## src/rtl/microwave_pkg.sv

```systemverilog
// Shared constants for the microwave timer control path: state encoding,
// digit key range and default sequencing parameters.
package microwave_pkg;

  localparam logic [2:0] ST_IDLE  = 3'd0;
  localparam logic [2:0] ST_ENTRY = 3'd1;
  localparam logic [2:0] ST_COOK  = 3'd2;
  localparam logic [2:0] ST_PAUSE = 3'd3;
  localparam logic [2:0] ST_DONE  = 3'd4;

  localparam logic [3:0] KEY_MAX_DIGIT = 4'd9;

  localparam int unsigned DEF_MAX_DIGITS   = 3;
  localparam int unsigned DEF_BEEP_SECONDS = 3;

endpackage

```

## src/rtl/microwave_sequencer_beep_timer.sv

```systemverilog
// Tick-driven down-counter timing the end-of-cook beep; done_c is high once
// the loaded count has been consumed.
module beep_timer #(
  parameter int unsigned W = 2
) (
  input  logic         clock,
  input  logic         reset,
  input  logic         load,
  input  logic [W-1:0] load_value,
  input  logic         en,
  output logic         done_c
);

  logic [W-1:0] count;

  always_ff @(posedge clock) begin
    if (reset) begin
      count <= '0;
    end else if (load) begin
      count <= load_value;
    end else if (en && (count != '0)) begin
      count <= count - W'(1);
    end
  end

  assign done_c = (count == '0);

endmodule

```

## src/rtl/microwave_sequencer.sv

```systemverilog
// Central control FSM of the microwave timer: keypad entry, start/pause/
// cancel, door interlock, countdown enable and end-of-cook beep.
module microwave_sequencer
  import microwave_pkg::*;
#(
  parameter int unsigned MAX_DIGITS   = DEF_MAX_DIGITS,
  parameter int unsigned BEEP_SECONDS = DEF_BEEP_SECONDS
) (
  input  logic       clock,
  input  logic       reset,
  input  logic       key_valid,
  input  logic [3:0] key_code,
  input  logic       start,
  input  logic       stop,
  input  logic       door_closed,
  input  logic       tick_1hz,
  input  logic       zero,
  output logic       load_digit,
  output logic [3:0] digit_out,
  output logic       clear_time,
  output logic       count_en,
  output logic       magnetron_on,
  output logic       beep,
  output logic [2:0] state_o
);

  localparam int unsigned CNT_W  = $clog2(MAX_DIGITS + 1);
  localparam int unsigned BEEP_W = (BEEP_SECONDS > 1) ? $clog2(BEEP_SECONDS) : 1;

  logic [2:0]       state;
  logic [2:0]       state_n;
  logic [CNT_W-1:0] digit_cnt;
  logic [CNT_W-1:0] digit_cnt_n;
  logic             load_n;
  logic             clear_n;
  logic [3:0]       digit_n;
  logic             timer_load;
  logic             timer_en;
  logic             beep_done_c;
  logic             is_digit;

  assign is_digit = key_valid && (key_code <= KEY_MAX_DIGIT);

  // State and registered-output flops
  always_ff @(posedge clock) begin
    if (reset) begin
      state      <= ST_IDLE;
      digit_cnt  <= '0;
      load_digit <= 1'b0;
      clear_time <= 1'b0;
      beep       <= 1'b0;
      digit_out  <= 4'd0;
    end else begin
      state      <= state_n;
      digit_cnt  <= digit_cnt_n;
      load_digit <= load_n;
      clear_time <= clear_n;
      beep       <= (state_n == ST_DONE);
      digit_out  <= digit_n;
    end
  end

  // Next state; case order inside each state encodes input priority
  always_comb begin
    state_n     = state;
    digit_cnt_n = digit_cnt;
    load_n      = 1'b0;
    clear_n     = 1'b0;
    digit_n     = digit_out;
    timer_load  = 1'b0;
    case (state)
      ST_IDLE: begin
        if (is_digit) begin
          load_n      = 1'b1;
          digit_n     = key_code;
          digit_cnt_n = CNT_W'(1);
          state_n     = ST_ENTRY;
        end
      end
      ST_ENTRY: begin
        if (stop) begin
          clear_n     = 1'b1;
          digit_cnt_n = '0;
          state_n     = ST_IDLE;
        end else if (start && door_closed && !zero) begin
          state_n = ST_COOK;
        end else if (is_digit && (digit_cnt < CNT_W'(MAX_DIGITS))) begin
          load_n      = 1'b1;
          digit_n     = key_code;
          digit_cnt_n = digit_cnt + CNT_W'(1);
        end
      end
      ST_COOK: begin
        if (zero) begin
          timer_load = 1'b1;
          state_n    = ST_DONE;
        end else if (stop || !door_closed) begin
          state_n = ST_PAUSE;
        end
      end
      ST_PAUSE: begin
        if (stop) begin
          clear_n     = 1'b1;
          digit_cnt_n = '0;
          state_n     = ST_IDLE;
        end else if (start && door_closed) begin
          state_n = ST_COOK;
        end
      end
      ST_DONE: begin
        if (stop || key_valid || (tick_1hz && beep_done_c)) begin
          clear_n     = 1'b1;
          digit_cnt_n = '0;
          state_n     = ST_IDLE;
        end
      end
      default: state_n = ST_IDLE;
    endcase
  end

  // Zero-latency heating and countdown controls
  always_comb begin
    magnetron_on = 1'b0;
    count_en     = 1'b0;
    timer_en     = 1'b0;
    if (state == ST_COOK) begin
      magnetron_on = door_closed;
      count_en     = door_closed && tick_1hz && !zero;
    end
    if (state == ST_DONE) begin
      timer_en = tick_1hz;
    end
  end

  assign state_o = state;

  beep_timer #(
    .W(BEEP_W)
  ) u_beep_timer (
    .clock      (clock),
    .reset      (reset),
    .load       (timer_load),
    .load_value (BEEP_W'(BEEP_SECONDS - 1)),
    .en         (timer_en),
    .done_c     (beep_done_c)
  );

endmodule

```

## config.mk

```make
export PLATFORM = sky130hd
export DESIGN_NAME = microwave_sequencer
export DESIGN_NICKNAME = d
export VERILOG_FILES = /design/src/rtl/microwave_pkg.sv /design/src/rtl/microwave_sequencer_beep_timer.sv /design/src/rtl/microwave_sequencer.sv
export SDC_FILE = /design/constraint.sdc
export NUM_CORES = 1
export LEC_CHECK = 0
export ABC_CLOCK_PERIOD_IN_PS = 1440
export BUFFER_PORTS_ARGS = -buffer_cell sky130_fd_sc_hd__buf_2
export CELL_PAD_IN_SITES_DETAIL_PLACEMENT = 2
export CELL_PAD_IN_SITES_GLOBAL_PLACEMENT = 2
export CORE_MARGIN = 10
export CORE_UTILIZATION = 25
export DETAILED_ROUTE_END_ITERATION = 7
export PLACE_DENSITY = 0.84
export SLEW_MARGIN = 20
export SYNTH_ARGS = -nofsm -noshare
export SYNTH_HDL_FRONTEND = slang
export SYNTH_SLANG_ARGS = --single-unit
```

## constraint.sdc

```tcl
create_clock -name clock -period 1.44 [get_ports clock]
set_input_delay 0.36 -clock clock [delete_from_list [all_inputs] [get_ports clock]]
set_output_delay 0.36 -clock clock [all_outputs]
set_load 0.005 [all_outputs]
```

==> metrics.yaml <==
run_status:
  status: "finished with violations"
  violations: "setup timing"
power_and_ir_drop:
  p_int_mw: 0.649
  power.total_mw: 0.930
  swShare: 0.303
  p_per_area_mw_per_mm2: 770
  ir_drop_v: 0.000226
  switchingPower_mw: 0.282
  power_frac_seq: 0.446
  power_frac_comb: 0.220
  p_leak_nw: 0.545
  power.share.clock: 0.334
route:
  routed_wl_um: 3630
  routedWlPerCell_um: 22.4
  antenna_left: 0
  drcViolationCount: 0
  drtIter0Drc: 47
  via_per_inst: 5.47
  vias: 886
  firstDrtPassIters: 4
clock_network:
  cts.clk_slew.worst_paths_ns: 0.10
  cts_root_buf: "clkbuf_4"
  insertion_delay_ns: 0.30
  clock-sinks: 14
  cts_inserted_buffers: 3
  cts_tree: "done"
  cts_buffer_depth: 2
  htree_levels: 1
yosys:
  synth_edf_count: 0
  yosys-top-cells-count: "dfxtp_1 (14), a21oi_1 (9), nand3_1 (7), nor2_1 (7), o21ai_0 (7)"
  async_flop_share: 0
  yosys_warnings: 0
  syn_area_per_cell_um2: 8.45
  synth-seq-area-share: 0.368
  synth_most_common_cell: "dfxtp_1"
  syn_nets: 104
  synth_cell_types: 37
  syn_inst: 90
  yosys.area.top_type: "dfxtp_1"
  synth_top_area_share: 0.368
  synth_ff_type: "dfxtp_1"
  synth_seq_cells: 14
  syn-cell-area_um2: 761
  synthTopCellsByArea: "dfxtp_1 (37%), a21oi_1 (5.9%), nand3_1 (4.6%), o21ai_0 (4.6%), nor2_1 (3.5%)"
timing:
  final.setup_skew_ns: 0.00739
  maxSlewViolCount: 0
  fin_setup_tns_ns: -0.793
  fin_ws_ns: -0.172
  finalHoldViolCount: 0
  fin_crit_sh: 1.12
  period_needed_ns: 1.61
  clock.fmax_mhz: 621
  hold_slack_ns: 0.324
  slew_headroom: 0.757
  setup_viol: 9
  grt_setup_unrepaired: "yes"
  worst_slew_pin_slew_ns: 0.363
flow_run:
  drv_cap: 0
die:
  io_pins: 24
  rows: 19
  initial_core_util: 0.269
  die-area_mm2: 0.00565
  die_h_um: 75.2
  core-area_mm2: 0.00283
  die_x_um: 75.2
critical_path:
  crit_buf_inv: 1
  slowest_stage: "or4_4"
  crit_required_ns: 1.67
  endpoint_kind: "flip-flop"
  max_stage_delay_ns: 0.45
  cp.arrival_ns: 1.84
  crit_chain: "buf_12, nor2_2, a221oi_4, or4_4, a21oi_4"
  path_delay_family: "simple AND/OR/NAND/NOR gates"
  path_max_fanout: 8
  start_kind: "flip-flop"
  crit_type: "flip-flop to flip-flop"
global_route:
  grt_use_total: 0.122
  grt_max_degree: 15
  grt_pass1_vias: 1006
  grt_antenna_before_repair: 0
  grt.overflow.total: 0
  grt_pass1_wl_um: 5270
cells_and_area:
  final_area_mm2: 0.00121
  post_layout_nonfiller_instances: 162
  num_antenna_cells: 0
  drive_above_1_share: 0.557
  num-nets-final: 146
  fin_util: 0.427
  fillers: 303
  syn_to_final_growth_pct: 58.7
placed_design:
  io_buffer_count: 23
  dp_slack_ns: -0.114
  dpl-instance-area_mm2: 0.00100
  place.gp.congestion: 0.863
  dp_cells: 153
  dp_hpwl_um: 2340
hold_path:
  holdCritPathClass: "input pin to flip-flop"
[sequential cells by signal, summed over array words and instances, names as in the netlist]
name	count
beep	1
clear_time	1
digit_cnt	2
digit_out	4
load_digit	1
state_o	3
u_beep_timer.count	2
[placed cells by master (no fill, tap or decap), types with 2 or more instances in the layout]
| cell type | instances |
|---|---|
| buf_2 | 22 |
| buf_4 | 16 |
| dfxtp_1 | 8 |
| a21oi_1 | 7 |
| nand3_1 | 6 |
| o21ai_0 | 5 |
| nor2_1 | 5 |
| nand2_1 | 4 |
| inv_2 | 3 |
| and3b_1 | 3 |
| clkbuf_4 | 3 |
| dfxtp_2 | 3 |
| buf_6 | 3 |
| dfxtp_4 | 3 |
| nor2_4 | 2 |
| and3_1 | 2 |
| o21ai_1 | 2 |
| a211o_1 | 2 |
| nor3_2 | 2 |
| a211oi_1 | 2 |
[area by class of cell]
type                    instances  area (um2)  area share
inverters                       4        15.0      0.0124
flip-flops and latches         14         295       0.245
well taps                      31        38.8      0.0321
repair buffers                 42         284       0.235
clock buffers                   4        36.3      0.0301
multi-input cells              67         538       0.446
[routing by layer]
metal  vias up  GRT usage  part of all wire
met1       441      0.131              0.41
met5         -          0                 0
li1        417          -                 -
met3         7     0.0315             0.053
met2        21      0.221              0.51
met4         0     0.0515             0.023
[kinds of logic after synthesis]
logic type	synth area share
AND/OR/NAND/NOR	0.260
AO/OA/AOI/OAI	0.255
flip-flops	0.368
buffers and inverters	0.0576
adder cells (fa/ha/maj)	0.0329
XOR/XNOR	0.0115
multiplexers	0.0148
[worst min-delay path, stage by stage]
cell	delay [ns]
buf_2	0.11
nand3_1	0.06
a21oi_1	0.05
[what timing repair did]
action	4_1_cts	5_1_grt
hold buffers	0	0
pin swaps	5	3
setup buffers	5	0
gates resized for setup	20	16
endpoints found under the setup margin	7	15
hold endpoints to repair	0	0
[final timing paths]
path,start,end,slack (ns),cells after the start
worst max-delay path,state_o[2],digit_cnt[0],-0.17,5
worst max register to register,state_o[2],digit_cnt[0],-0.17,5
worst min-delay path,key_code[1],digit_out[1],0.32,3
worst min register to register,digit_out[2],digit_out[2],0.50,2
[power by group through the flow]
stage	clock [mW]	combinational [mW]	sequential, mW
final	0.310	0.205	0.415
after CTS	0.302	0.177	0.415
after floorplan	0	0.0686	0.422
after global placement	0	0.136	0.424
after global routing	0.333	0.220	0.417
after detailed placement	0	0.146	0.426
Note: power is estimated with default switching activity, not from simulation.
